<file path="config.mk">
export PLATFORM = sky130hd
export DESIGN_NAME = demux16_dispatch
export DESIGN_NICKNAME = d
export VERILOG_FILES = /design/src/rtl/demux16_pkg.sv /design/src/rtl/demux16_dispatch_rr_pick16.sv /design/src/rtl/demux16_dispatch.sv
export SDC_FILE = /design/constraint.sdc
export NUM_CORES = 1
export LEC_CHECK = 0
export ABC_AREA = 1
export ABC_CLOCK_PERIOD_IN_PS = 8800
export CORE_UTILIZATION = 35
export CTS_CLUSTER_SIZE = 12
export DETAILED_ROUTE_END_ITERATION = 10
export HOLD_SLACK_MARGIN = 0.03
export SKIP_LAST_GASP = 1
export SYNTH_ARGS = -nofsm -noshare
export SYNTH_HDL_FRONTEND = slang
export SYNTH_SLANG_ARGS = --single-unit
</file>
<file path="constraint.sdc">
create_clock -name clk -period 8.8 [get_ports clk]
set_clock_uncertainty 0.15 [all_clocks]
set_input_delay 2.64 -clock clk [delete_from_list [all_inputs] [get_ports clk]]
set_output_delay 2.64 -clock clk [all_outputs]
set_load 0.01 [all_outputs]
</file>
<file path="src/rtl/demux16_pkg.sv">
// Shared types and constants for the 16-way demux dispatcher.
package demux16_pkg;

    localparam int NCH   = 16;
    localparam int SEL_W = 4;

    typedef enum logic [1:0] {
        IDLE,
        SETUP,
        PULSE,
        GAP
    } state_t;

    localparam logic MODE_RR  = 1'b0;
    localparam logic MODE_DIR = 1'b1;

    // Width of the single phase counter that times both SETUP and PULSE.
    function automatic int cnt_width(input int setup_cyc, input int pulse_cyc);
        int max_cyc;
        max_cyc = (setup_cyc > pulse_cyc) ? setup_cyc : pulse_cyc;
        return $clog2(max_cyc + 1);
    endfunction

endpackage

</file>
<file path="src/rtl/demux16_dispatch_rr_pick16.sv">
// Combinational 16-way round-robin picker: first set bit of avail after ptr, wrapping 15->0.
module rr_pick16
    import demux16_pkg::*;
(
    input  logic [NCH-1:0]   avail,
    input  logic [SEL_W-1:0] ptr,
    output logic             found,
    output logic [SEL_W-1:0] idx
);

    logic [SEL_W-1:0] cand;

    // Scan from farthest to nearest so the nearest hit after ptr is the one that sticks.
    always_comb begin
        // NOTE: every output of a combinational block gets a default first so no path infers a latch.
        found = 1'b0;
        idx   = '0;
        cand  = '0;
        for (int i = NCH; i >= 1; i--) begin
            cand = ptr + SEL_W'(i);
            if (avail[cand]) begin
                found = 1'b1;
                idx   = cand;
            end
        end
    end

endmodule

</file>
<file path="src/rtl/demux16_dispatch.sv">
// Break-before-make sequencer driving a 16-way 1-bit demux tree (sel settles, f pulses, f drops, then sel may move).
module demux16_dispatch
    import demux16_pkg::*;
#(
    parameter int SETUP_CYC = 1,
    parameter int PULSE_CYC = 2
) (
    input  logic             clk,
    input  logic             reset,
    input  logic             in_valid,
    output logic             in_ready,
    input  logic             in_bit,
    input  logic             in_mode,
    input  logic [SEL_W-1:0] in_dest,
    input  logic [NCH-1:0]   chan_en,
    input  logic [NCH-1:0]   chan_busy,
    output logic [SEL_W-1:0] sel,
    output logic             f_out,
    output logic             done,
    output logic [SEL_W-1:0] done_chan,
    output logic             drop_err
);

    localparam int CNT_W = cnt_width(SETUP_CYC, PULSE_CYC);
    localparam logic [CNT_W-1:0] CNT_ONE   = CNT_W'(1);
    localparam logic [CNT_W-1:0] SETUP_LD  = CNT_W'(SETUP_CYC);
    localparam logic [CNT_W-1:0] PULSE_LD  = CNT_W'(PULSE_CYC);

    state_t           state_q, state_d;
    logic [SEL_W-1:0] sel_q, sel_d;
    logic             f_q, f_d;
    logic             done_q, done_d;
    logic [SEL_W-1:0] done_chan_q, done_chan_d;
    logic             drop_q, drop_d;
    logic [SEL_W-1:0] rr_ptr_q, rr_ptr_d;
    logic [CNT_W-1:0] cnt_q, cnt_d;
    logic             bit_q, bit_d;

    logic             rr_found;
    logic [SEL_W-1:0] rr_idx;
    logic [SEL_W-1:0] tgt;
    logic             legal;
    logic             drop_req;
    logic             accept;

    rr_pick16 u_pick (
        .avail (chan_en & ~chan_busy),
        .ptr   (rr_ptr_q),
        .found (rr_found),
        .idx   (rr_idx)
    );

    // Target choice; a directed request to a disabled channel is accepted only to be dropped.
    always_comb begin
        legal    = 1'b0;
        drop_req = 1'b0;
        tgt      = rr_idx;
        if (in_mode == MODE_RR) begin
            legal = rr_found;
        end else begin
            tgt = in_dest;
            if (!chan_en[in_dest]) begin
                legal    = 1'b1;
                drop_req = 1'b1;
            end else begin
                legal = !chan_busy[in_dest];
            end
        end
    end

    assign in_ready = !reset && (state_q == IDLE) && legal;
    assign accept   = in_valid && in_ready;

    always_comb begin
        state_d     = state_q;
        sel_d       = sel_q;
        f_d         = 1'b0;
        done_d      = 1'b0;
        done_chan_d = done_chan_q;
        drop_d      = 1'b0;
        rr_ptr_d    = rr_ptr_q;
        cnt_d       = cnt_q;
        bit_d       = bit_q;
        case (state_q)
            IDLE: begin
                if (accept) begin
                    if (drop_req) begin
                        drop_d = 1'b1;
                    end else begin
                        state_d = SETUP;
                        sel_d   = tgt;
                        bit_d   = in_bit;
                        cnt_d   = SETUP_LD;
                        if (in_mode == MODE_RR) begin
                            rr_ptr_d = tgt;
                        end
                    end
                end
            end
            SETUP: begin
                if (cnt_q == CNT_ONE) begin
                    state_d = PULSE;
                    f_d     = bit_q;
                    cnt_d   = PULSE_LD;
                end else begin
                    cnt_d = cnt_q - CNT_ONE;
                end
            end
            PULSE: begin
                // f drops on the same edge that enters GAP; sel stays put through GAP.
                if (cnt_q == CNT_ONE) begin
                    state_d     = GAP;
                    done_d      = 1'b1;
                    done_chan_d = sel_q;
                end else begin
                    f_d   = bit_q;
                    cnt_d = cnt_q - CNT_ONE;
                end
            end
            GAP: begin
                state_d = IDLE;
            end
            default: begin
                state_d = IDLE;
            end
        endcase
    end

    always_ff @(posedge clk) begin
        // NOTE: state registers use non-blocking assignments so every flop samples pre-edge values.
        if (reset) begin
            state_q     <= IDLE;
            sel_q       <= '0;
            f_q         <= 1'b0;
            done_q      <= 1'b0;
            done_chan_q <= '0;
            drop_q      <= 1'b0;
            rr_ptr_q    <= SEL_W'(NCH - 1);
            cnt_q       <= '0;
            bit_q       <= 1'b0;
        end else begin
            state_q     <= state_d;
            sel_q       <= sel_d;
            f_q         <= f_d;
            done_q      <= done_d;
            done_chan_q <= done_chan_d;
            drop_q      <= drop_d;
            rr_ptr_q    <= rr_ptr_d;
            cnt_q       <= cnt_d;
            bit_q       <= bit_d;
        end
    end

    assign sel       = sel_q;
    assign f_out     = f_q;
    assign done      = done_q;
    assign done_chan = done_chan_q;
    assign drop_err  = drop_q;

endmodule

</file>
==> run_results.csv, run 1 <==
group,metric,value,unit
yosys,synth_xor_area_frac,0.0307,
final_layout,fin_util,0.446,
pwr,switching_share,0.538,
drt,avgRoutedWirePerCell,14.7,microns
global_route,grt_pass1_vias,3504,
drt,drcViolationCount,0,
drt,drtIter0Drc,175,
yosys,ys_ff_latch,20,
yosys,synthAdderAreaFrac,0.0572,
yosys,synth_edf_count,0,
drt,via_count,3694,
floorplan,fp-row-count,33,
placement,io_buffers,52,
yosys,synth_top_family_by_area,"simple AND/OR/NAND/NOR gates",
pwr,power.leakage,0.00185,uW
timing,fin_crit,7930,ps
global_route,grt_max_degree,31,
job,maxCapViolCount,0,
clocking,cts_sinks,20,
timing,tightest_slew,878,ps
setup_path,crit_buf_inv,4,
floorplan,dieWidth,95.5,microns
floorplan,die_area,9120,sq um
setup_path,path_class,"in -> out",
yosys,ys.flop_type,"dfxtp_1",
yosys,syn-num-nets,605,
outcome,outcome,"finished clean",
clocking,clkTransAtPathRegs,80,ps
drt,ant_nets,0,
setup_path,cp_common_cell,"nand3_1",
setup_path,required,6010,ps
global_route,gr-total-overflow,0,
setup_path,cp-end-kind,"output port",
setup_path,worstSetupStartpointType,"primary input",
timing,slew_headroom,0.414,
clocking,postCtsHoldBufs,0,
timing,fmax,0.126,GHz
yosys,syn_area,3060,sq um
yosys,async_flop_share,0,
timing,fin_crit_sh,0.902,
yosys,synth-simple-area-share,0.453,
timing,finalMaxSlewViolations,0,
clocking,clock-root-buffer,"clkbuf_8",
final_layout,design_area,3720,sq um
yosys,yosysUniqueCellTypes,36,
floorplan,start_util,0.367,
setup_path,crit_path_top_delay_cell,"clkdlybuf4s50_1",
pwr,power_frac_seq,0.151,
global_route,antenna_found_initial,0,
pwr,clock_power_share,0.113,
timing,tns,0,ps
pwr,p_sw,446,uW
yosys,yosysWarnings,0,
clocking,cts_buffers,3,
timing,finalSetupViolations,0,
clocking,cts_resized,0,
drt,viasPerCell,5.28,
placement,dpl-instance-area,3650,sq um
placement,preCtsSetupSlack,870,ps
floorplan,io_pins,53,
floorplan,coreArea,8340,sq um
setup_path,cp_slowest_stage_delay,470,ps
setup_path,worstPathMaxFanout,7,
clocking,cts_tree,"yes",
drt,firstDrtPassIters,5,
setup_path,path_cells,"clkdlybuf4s50_1, inv_1, nand3_1, nand3_1, nand3_1, o21ai_1, nand2_1, nand2_1, nor3_2, nand3_1, nor3_2, nand4_1, nand2_1, inv_2, clkdlybuf4s50_1",
drt,wl,10300,microns
clocking,clock_path_buffers,2,
pwr,combPwrFrac,0.735,
timing,hold_violations,0,
setup_path,crit_arrival,5140,ps
timing,layout_setup_ws,866,ps
yosys,syn_inst,550,
clocking,insertion_delay,260,ps
final_layout,diodes,0,
final_layout,drive_gt1_frac,0.0825,
global_route,grt_pass1_wl,16900,microns
timing,rsz0062_at_grt,"false",
yosys,yosysSeqAreaShare,0.131,
pwr,vdd_drop_max,0.162,mV
pwr,p_int,383,uW
yosys,synth_compound_area_frac,0.207,
floorplan,die_y,95.5,microns
yosys,synth_area_per_cell,5.56,sq um
global_route,track_usage,0.238,
timing,hold_ws,314,ps
final_layout,area_delta_synth_final,21.6,%
setup_path,cp_top_family,"simple AND/OR/NAND/NOR gates",
hold_path,worstHoldPathType,"reg -> reg",
placement,dpl.hpwl,8170,microns
pwr,powerDensity,223,nW/um^2
yosys,synth.area.mux_share,0,
placement,place.gp.congestion,0.871,
final_layout,num-nets-final,650,
clocking,h-tree-depth,1,
clocking,post_cts_buffers,0,
## worst paths after layout
kind,depth (start not counted),endpoint,startpoint,slack (ps)
worst max-delay path,15,in_ready,chan_busy[1],870
worst min-delay path,2,f_out,bit_q,310
worst max register to register,19,rr_ptr_q[0],rr_ptr_q[2],4800
worst min register to register,2,f_out,bit_q,310
## stage by stage
step | power, uW | cells
after floorplan | 582 | 550
after global placement | 726 | 695
after detailed placement | 732 | 695
after CTS | 828 | 699
after global routing | 922 | 699
final | 828 | 699
## placed cells by master (no fill, tap or decap), types with 4 or more instances in the layout
cell type	count
nand2_1	150
nand3_1	105
inv_1	65
a21oi_1	54
clkdlybuf4s50_1	52
o21ai_0	36
nor2_1	29
dfxtp_1	20
ha_1	14
inv_2	8
o21ai_1	6
nand2_2	5
o21ai_2	5
nand2_4	5
nand3_2	4
## power groups by stage
stage	Clock, uW	Sequential, uW	Combinational [uW]
after floorplan	0	121	460
after global placement	0	127	599
after detailed placement	0	127	604
after CTS	95.3	125	607
after global routing	99.7	127	694
final	93.8	125	609
## Yosys cell counts (4+ instances only)
| library cell | number | area share |
|---|---|---|
| nor2_1 | 29 | 0.036 |
| o21ai_0 | 36 | 0.059 |
| a21oi_1 | 54 | 0.088 |
| nand2_4 | 5 | 0.018 |
| o21ai_1 | 6 | 0.0098 |
| buf_4 | 4 | 0.0098 |
| clkbuf_1 | 5 | 0.0061 |
| buf_2 | 5 | 0.0082 |
| nand3_1 | 105 | 0.17 |
| inv_2 | 8 | 0.0098 |
| ha_1 | 14 | 0.057 |
| o21ai_2 | 5 | 0.014 |
| nand3_2 | 4 | 0.013 |
| dfxtp_1 | 20 | 0.13 |
| nand2_1 | 150 | 0.18 |
| nand2_2 | 5 | 0.010 |
| inv_1 | 65 | 0.080 |
## worst register-to-register path, cell delays in order (launching register included)
cell,delay (ps)
dfxtp_1,900
inv_4,200
ha_1,540
inv_1,250
nand3_1,150
o21ai_1,120
nand2_1,110
nand2_1,180
nor3_2,220
nand3_1,100
nor3_2,110
nand4_1,170
nand2_1,120
inv_2,50
nand2_4,60
inv_2,50
nand2_1,100
inv_1,100
nand3_1,90
o211ai_1,80
## sequential cells by signal (all words and copies together) (netlist names)
register   flops
cnt_q          2
sel            4
done           1
drop_err       1
done_chan      4
state_q        2
f_out          1
rr_ptr_q       4
bit_q          1
## routing by layer
metal	up-vias	wire, microns	part of all wire	global-route usage
met5	-	0	0	0
met4	0	222	0.022	0.0659
met3	19	589	0.057	0.0215
met2	117	4900	0.48	0.440
met1	1656	4560	0.44	0.291
li1	1902	-	-	-
## area by class of cell
cell class / count / area [sq um]
well taps: 105 / 131
flip-flops and latches: 20 / 400
multi-input cells: 440 / 2290
clock buffers: 3 / 41.3
clock inverters: 1 / 30.0
fillers: 936 / 4620
repair buffers: 55 / 543
inverters: 75 / 287
## logic make-up (layout without fill, tap and decap cells)
| family | Yosys count | count (layout) |
|---|---|---|
| adders and majority gates | 14 | 14 |
| DFF | 20 | 20 |
| xor gates and xnor gates | 6 | 6 |
| buffers and inverters | 90 | 134 |
| AOI/OAI and AO/OA | 114 | 114 |
| and+or+nand+nor | 306 | 306 |
(Power assumes the default switching activity.)
==> inputs of run 2 (changes only) <==
- GPL_TIMING_DRIVEN: unset -> 0
==> run 2 against run 1 <==
Effect of this change:
- sequential power fell by 5%
- final cell count rose by 1.6%
- die area did not move
- worst hold slack improved by 5.1 ps
- total power fell by 2.7%
- highest routed layer unchanged
- clock power fell by 25%
- utilization rose by 0.43 points
- combinational power rose by 1%
- via count rose by 2.4%
- register-to-register slack improved by 410 ps
- cell area rose by 0.97%
- first-iteration DRC count fell by 2.9%
==> run_results.csv, run 2 (synthesis gave the netlist of run 1 again) <==
group,metric,value,unit
pwr,powerDensity,215,nW/um^2
pwr,power.leakage,0.00188,uW
final_layout,fillers,882,
drt,via_count,3784,
clocking,clock_path_buffers,2,
clocking,postCtsHoldBufs,0,
clocking,cts_tree,"yes",
global_route,antenna_found_initial,0,
global_route,track_usage,0.231,
final_layout,final_cell_mix,"nand2_1, nand3_1, inv_1",
drt,drcViolationCount,0,
setup_path,cp-end-kind,"output port",
global_route,grt_pass1_vias,3578,
timing,finalMaxSlewViolations,0,
timing,fin_crit_sh,0.903,
setup_path,path_class,"in -> out",
timing,fmax,0.126,GHz
hold_path,worstHoldPathType,"reg -> reg",
setup_path,worstSetupStartpointType,"primary input",
placement,place.gp.congestion,0.922,
clocking,cts_sinks,20,
final_layout,drive_gt1_frac,0.0926,
pwr,vdd_drop_max,0.125,mV
timing,fin_crit,7940,ps
placement,io_buffers,51,
setup_path,required,6010,ps
placement,dpl.hpwl,8200,microns
floorplan,start_util,0.367,
timing,tightest_slew,557,ps
drt,drtIter0Drc,170,
timing,rsz0062_at_grt,"false",
timing,slew_headroom,0.628,
pwr,p_int,365,uW
final_layout,final_common_cell,"nand2_1",
pwr,power_frac_seq,0.147,
pwr,p_sw,441,uW
clocking,h-tree-depth,1,
final_layout,area_delta_synth_final,22.8,%
outcome,outcome,"finished clean",
clocking,cts_buffers,3,
clocking,cts_resized,0,
setup_path,worstPathMaxFanout,7,
floorplan,die_y,95.5,microns
final_layout,num-nets-final,661,
pwr,switching_share,0.547,
global_route,grt_pass1_wl,16500,microns
drt,ant_nets,0,
job,maxCapViolCount,0,
timing,tns,0,ps
drt,wl,10300,microns
clocking,insertion_delay,260,ps
pwr,clock_power_share,0.087,
clocking,clock-root-buffer,"clkbuf_8",
floorplan,io_pins,53,
drt,avgRoutedWirePerCell,14.4,microns
setup_path,crit_arrival,5150,ps
clocking,clkTransAtPathRegs,80,ps
floorplan,die_area,9120,sq um
drt,viasPerCell,5.33,
floorplan,coreArea,8340,sq um
clocking,post_cts_buffers,0,
global_route,grt_max_degree,14,
global_route,gr-total-overflow,0,
timing,finalSetupViolations,0,
drt,firstDrtPassIters,6,
timing,hold_ws,319,ps
floorplan,fp-row-count,33,
timing,hold_violations,0,
pwr,combPwrFrac,0.765,
floorplan,dieWidth,95.5,microns
final_layout,diodes,0,
[run 2: changes by cell type in the layout (fill, tap and decap cells not counted), sizes merged]
cell           change
clkdlybuf4s50      -1
buf                +7
bufinv             -1
clkbuf             +6
[run 2: worst max-delay path, cell delays in order]
cell	delay [ps]
clkdlybuf4s50_1	480
inv_1	60
nand3_1	130
nand3_1	110
nand3_1	90
o21ai_1	120
nand2_1	110
nand2_1	170
nor3_2	220
nand3_1	100
nor3_2	120
nand4_1	160
nand2_1	110
inv_2	50
clkdlybuf4s50_1	470
[run 2: through the flow]
stage | instances | instance area, sq um | util | setup WS [ps] | power [uW]
floorplan | 550 | 3060 | - | 2220 | 582
global placement | 706 | 3700 | 0.444 | 865 | 724
detailed placement | 706 | 3700 | 0.444 | 857 | 729
CTS | 710 | 3760 | 0.450 | 843 | 804
global route | 710 | 3760 | 0.450 | 578 | 895
finish | 710 | 3760 | 0.450 | 858 | 806
[run 2: layout make-up]
class                           count  area [sq um]  area share
Sequential cell                    20           400       0.107
Buffer                             15          85.1      0.0226
Inverter                           75           287      0.0763
Multi-Input combinational cell    440          2290       0.609
Tap cell                          105           131      0.0350
Timing Repair Buffer               51           510       0.136
Clock buffer                        4          55.1      0.0147
[run 2: worst paths after layout]
path / start / endpoint / slack (ps) / depth (start not counted)
worst max-delay path: chan_busy[8] / in_ready / 860 / 15
worst min register to register: bit_q / f_out / 320 / 2
worst min-delay path: bit_q / f_out / 320 / 2
worst max register to register: rr_ptr_q[1] / cnt_q[1] / 5210 / 22
[run 2: power by group through the flow]
stage	Clock [uW]	Combinational, uW	Sequential (uW)
floorplan	0	460	121
detailed placement	0	608	121
global route	78.3	695	121
global placement	0	604	121
finish	70.4	617	119
CTS	73.0	612	119
[run 2: metal layers]
metal,vias to the layer above,wire length [microns],track usage
met4,0,221,0.0821
met2,137,4780,0.414
met1,1706,4600,0.286
met3,18,658,0.0175
li1,1923,-,-
met5,-,0,0
==> inputs of run 3 (changes only) <==
- ABC_AREA: 1 -> unset
==> run 3 against run 2 <==
Effect of this change:
- via count is 12% higher
- cell area is 28% higher
- final cell count is 9.9% lower
- utilization is 1.6 points lower
- clock power is 29% higher
- highest routed layer unchanged
- critical path type unchanged
- first-iteration DRC count grew to 2.7 times the previous value
- largest cell class unchanged
- worst setup slack worse by 760 ps
==> run_results.csv, run 3 <==
group,metric,value,unit
drt,via_count,4225,
yosys,yosysWarnings,0,
clocking,cts_buffers,3,
global_route,grt_pass1_vias,3999,
floorplan,die_y,109,microns
yosys,async_flop_share,0,
timing,fin_crit_sh,0.989,
yosys,synth_edf_count,0,
clocking,post_cts_buffers,0,
timing,layout_setup_ws,99.0,ps
setup_path,path_class,"in -> out",
yosys,synthTopCellsByCount,"mux4_2, nor2_1, mux2i_1",
yosys,syn_area,4030,sq um
timing,tns,0,ps
job,maxCapViolCount,0,
final_layout,area_delta_synth_final,19.1,%
global_route,track_usage,0.241,
clocking,clkTransAtPathRegs,50,ps
placement,place.gp.congestion,0.970,
yosys,synth_area_leaders,"mux4_2, dfxtp_1, mux2i_1",
floorplan,coreArea,11000,sq um
global_route,antenna_found_initial,0,
final_layout,diodes,0,
drt,viasPerCell,6.60,
floorplan,io_pins,53,
yosys,ys.flop_type,"dfxtp_1",
setup_path,crit_arrival,5910,ps
clocking,clock-root-buffer,"clkbuf_16",
final_layout,drive_gt1_frac,0.182,
final_layout,final_cell_mix,"clkdlybuf4s50_1, mux4_2, nor2_1",
final_layout,final_common_cell,"clkdlybuf4s50_1",
yosys,yosysUniqueCellTypes,64,
timing,tightest_slew,975,ps
yosys,synth_most_common_cell,"mux4_2",
drt,ant_nets,0,
global_route,grt_max_degree,14,
pwr,powerDensity,219,nW/um^2
pwr,power.leakage,0.00175,uW
yosys,ys_ff_latch,20,
placement,dpl.hpwl,11200,microns
clocking,cts_tree,"yes",
drt,firstDrtPassIters,5,
timing,hold_ws,283,ps
timing,rsz0062_at_grt,"false",
final_layout,design_area,4800,sq um
floorplan,die_area,11900,sq um
hold_path,worstHoldPathType,"reg -> reg",
placement,preCtsSetupSlack,-50.6,ps
floorplan,dieWidth,109,microns
placement,dpl-instance-area,4690,sq um
outcome,outcome,"finished clean",
global_route,gr-total-overflow,0,
timing,fin_crit,8700,ps
setup_path,worstPathMaxFanout,9,
timing,fmax,0.115,GHz
pwr,fin_total_pwr,1050,uW
yosys,syn-num-nets,503,
yosys,synth_largest_area_cell,"mux4_2",
timing,hold_violations,0,
setup_path,worstSetupStartpointType,"primary input",
drt,avgRoutedWirePerCell,21.9,microns
setup_path,cp-end-kind,"output port",
timing,finalSetupViolations,0,
drt,drtIter0Drc,456,
clocking,cts_sinks,20,
global_route,grt_pass1_wl,21800,microns
yosys,yosysTopAreaCellShare,0.252,
setup_path,reg2reg_setup_slack,3420,ps
yosys,syn_inst,448,
yosys,yosysSeqAreaShare,0.0995,
clocking,insertion_delay,250,ps
drt,drcViolationCount,0,
clocking,clock_path_buffers,2,
setup_path,required,6010,ps
final_layout,num-nets-final,557,
placement,io_buffers,49,
timing,slew_headroom,0.345,
yosys,synth_area_per_cell,8.98,sq um
clocking,postCtsHoldBufs,0,
timing,finalMaxSlewViolations,0,
drt,wl,14000,microns
pwr,vdd_drop_max,0.144,mV
floorplan,start_util,0.365,
floorplan,fp-row-count,38,
clocking,h-tree-depth,1,
==> run 3: cell types whose count changed in the layout (fill, tap and decap cells not counted), sizes merged, moves of 8 or more <==
cell | before | now
nand2 | 160 | 31
o21ai | 47 | 12
nand3 | 109 | 10
mux4 | 0 | 45
nand2b | 0 | 24
nor2b | 0 | 14
and2 | 0 | 8
a21oi | 58 | 28
inv | 75 | 14
mux2i | 0 | 35
mux2 | 0 | 14
==> run 3: layer usage <==
layer  GRT usage  share of wire  vias up
met1       0.320           0.40     2019
met5           0              0        -
li1            -              -     1870
met3      0.0460           0.10       38
met4      0.0962          0.042        0
met2       0.384           0.45      298
==> run 3: critical path: stages <==
cell and delay (ps):
clkdlybuf4s50_1 500, nand2b_1 290, mux2i_1 180, mux4_2 570, mux2_4 350, or4b_4 580, o31a_1 310, clkdlybuf4s50_1 490
==> run 3: cells by family after synthesis <==
| family | count (synthesis) | share of synthesized area |
|---|---|---|
| adders and majority gates | 14 | 0.0435 |
| muxes | 94 | 0.379 |
| DFF | 20 | 0.0995 |
| buffers and inverters | 43 | 0.0535 |
| and+or+nand+nor | 149 | 0.188 |
| xor gates and xnor gates | 12 | 0.0261 |
| AOI/OAI and AO/OA | 116 | 0.210 |
==> run 3: worst paths after layout <==
kind                              startpoint     endpoint  cells past startpoint
worst max-delay path            chan_busy[7]     in_ready                      8
worst min-delay path                   bit_q        f_out                      2
worst max register to register   rr_ptr_q[1]  rr_ptr_q[3]                     12
worst min register to register         bit_q        f_out                      2
==> run 3: stage by stage <==
| stage | utilization | cells |
|---|---|---|
| 2_1_floorplan | - | 448 |
| 3_3_place_gp | 0.425 | 637 |
| 3_5_place_dp | 0.425 | 637 |
| 4_1_cts | 0.433 | 640 |
| 5_1_grt | 0.435 | 640 |
| 6_report | 0.435 | 640 |
==> run 3: report_power, final <==
group | internal, uW | switching [uW] | leakage, uW
combinational | 359 | 480 | 0.00155
sequential | 105 | 15.3 | 0.000163
clock | 59.8 | 31.1 | 0.0000370
==> run 3: area by class of cell <==
cell class / instances / area, sq um
Inverter: 17 / 65.1
Buffer: 26 / 150
Sequential cell: 20 / 400
Tap cell: 140 / 175
Timing Repair Buffer: 49 / 490
Multi-Input combinational cell: 385 / 3440
Fill cell: 1111 / 6230
Clock buffer: 3 / 75.1
==> run 3: repair_timing <==
item / 4_1_cts / 5_1_grt
resized for setup: 1 / 9
endpoints found under the setup margin: 1 / 1
pin swaps: 0 / 0
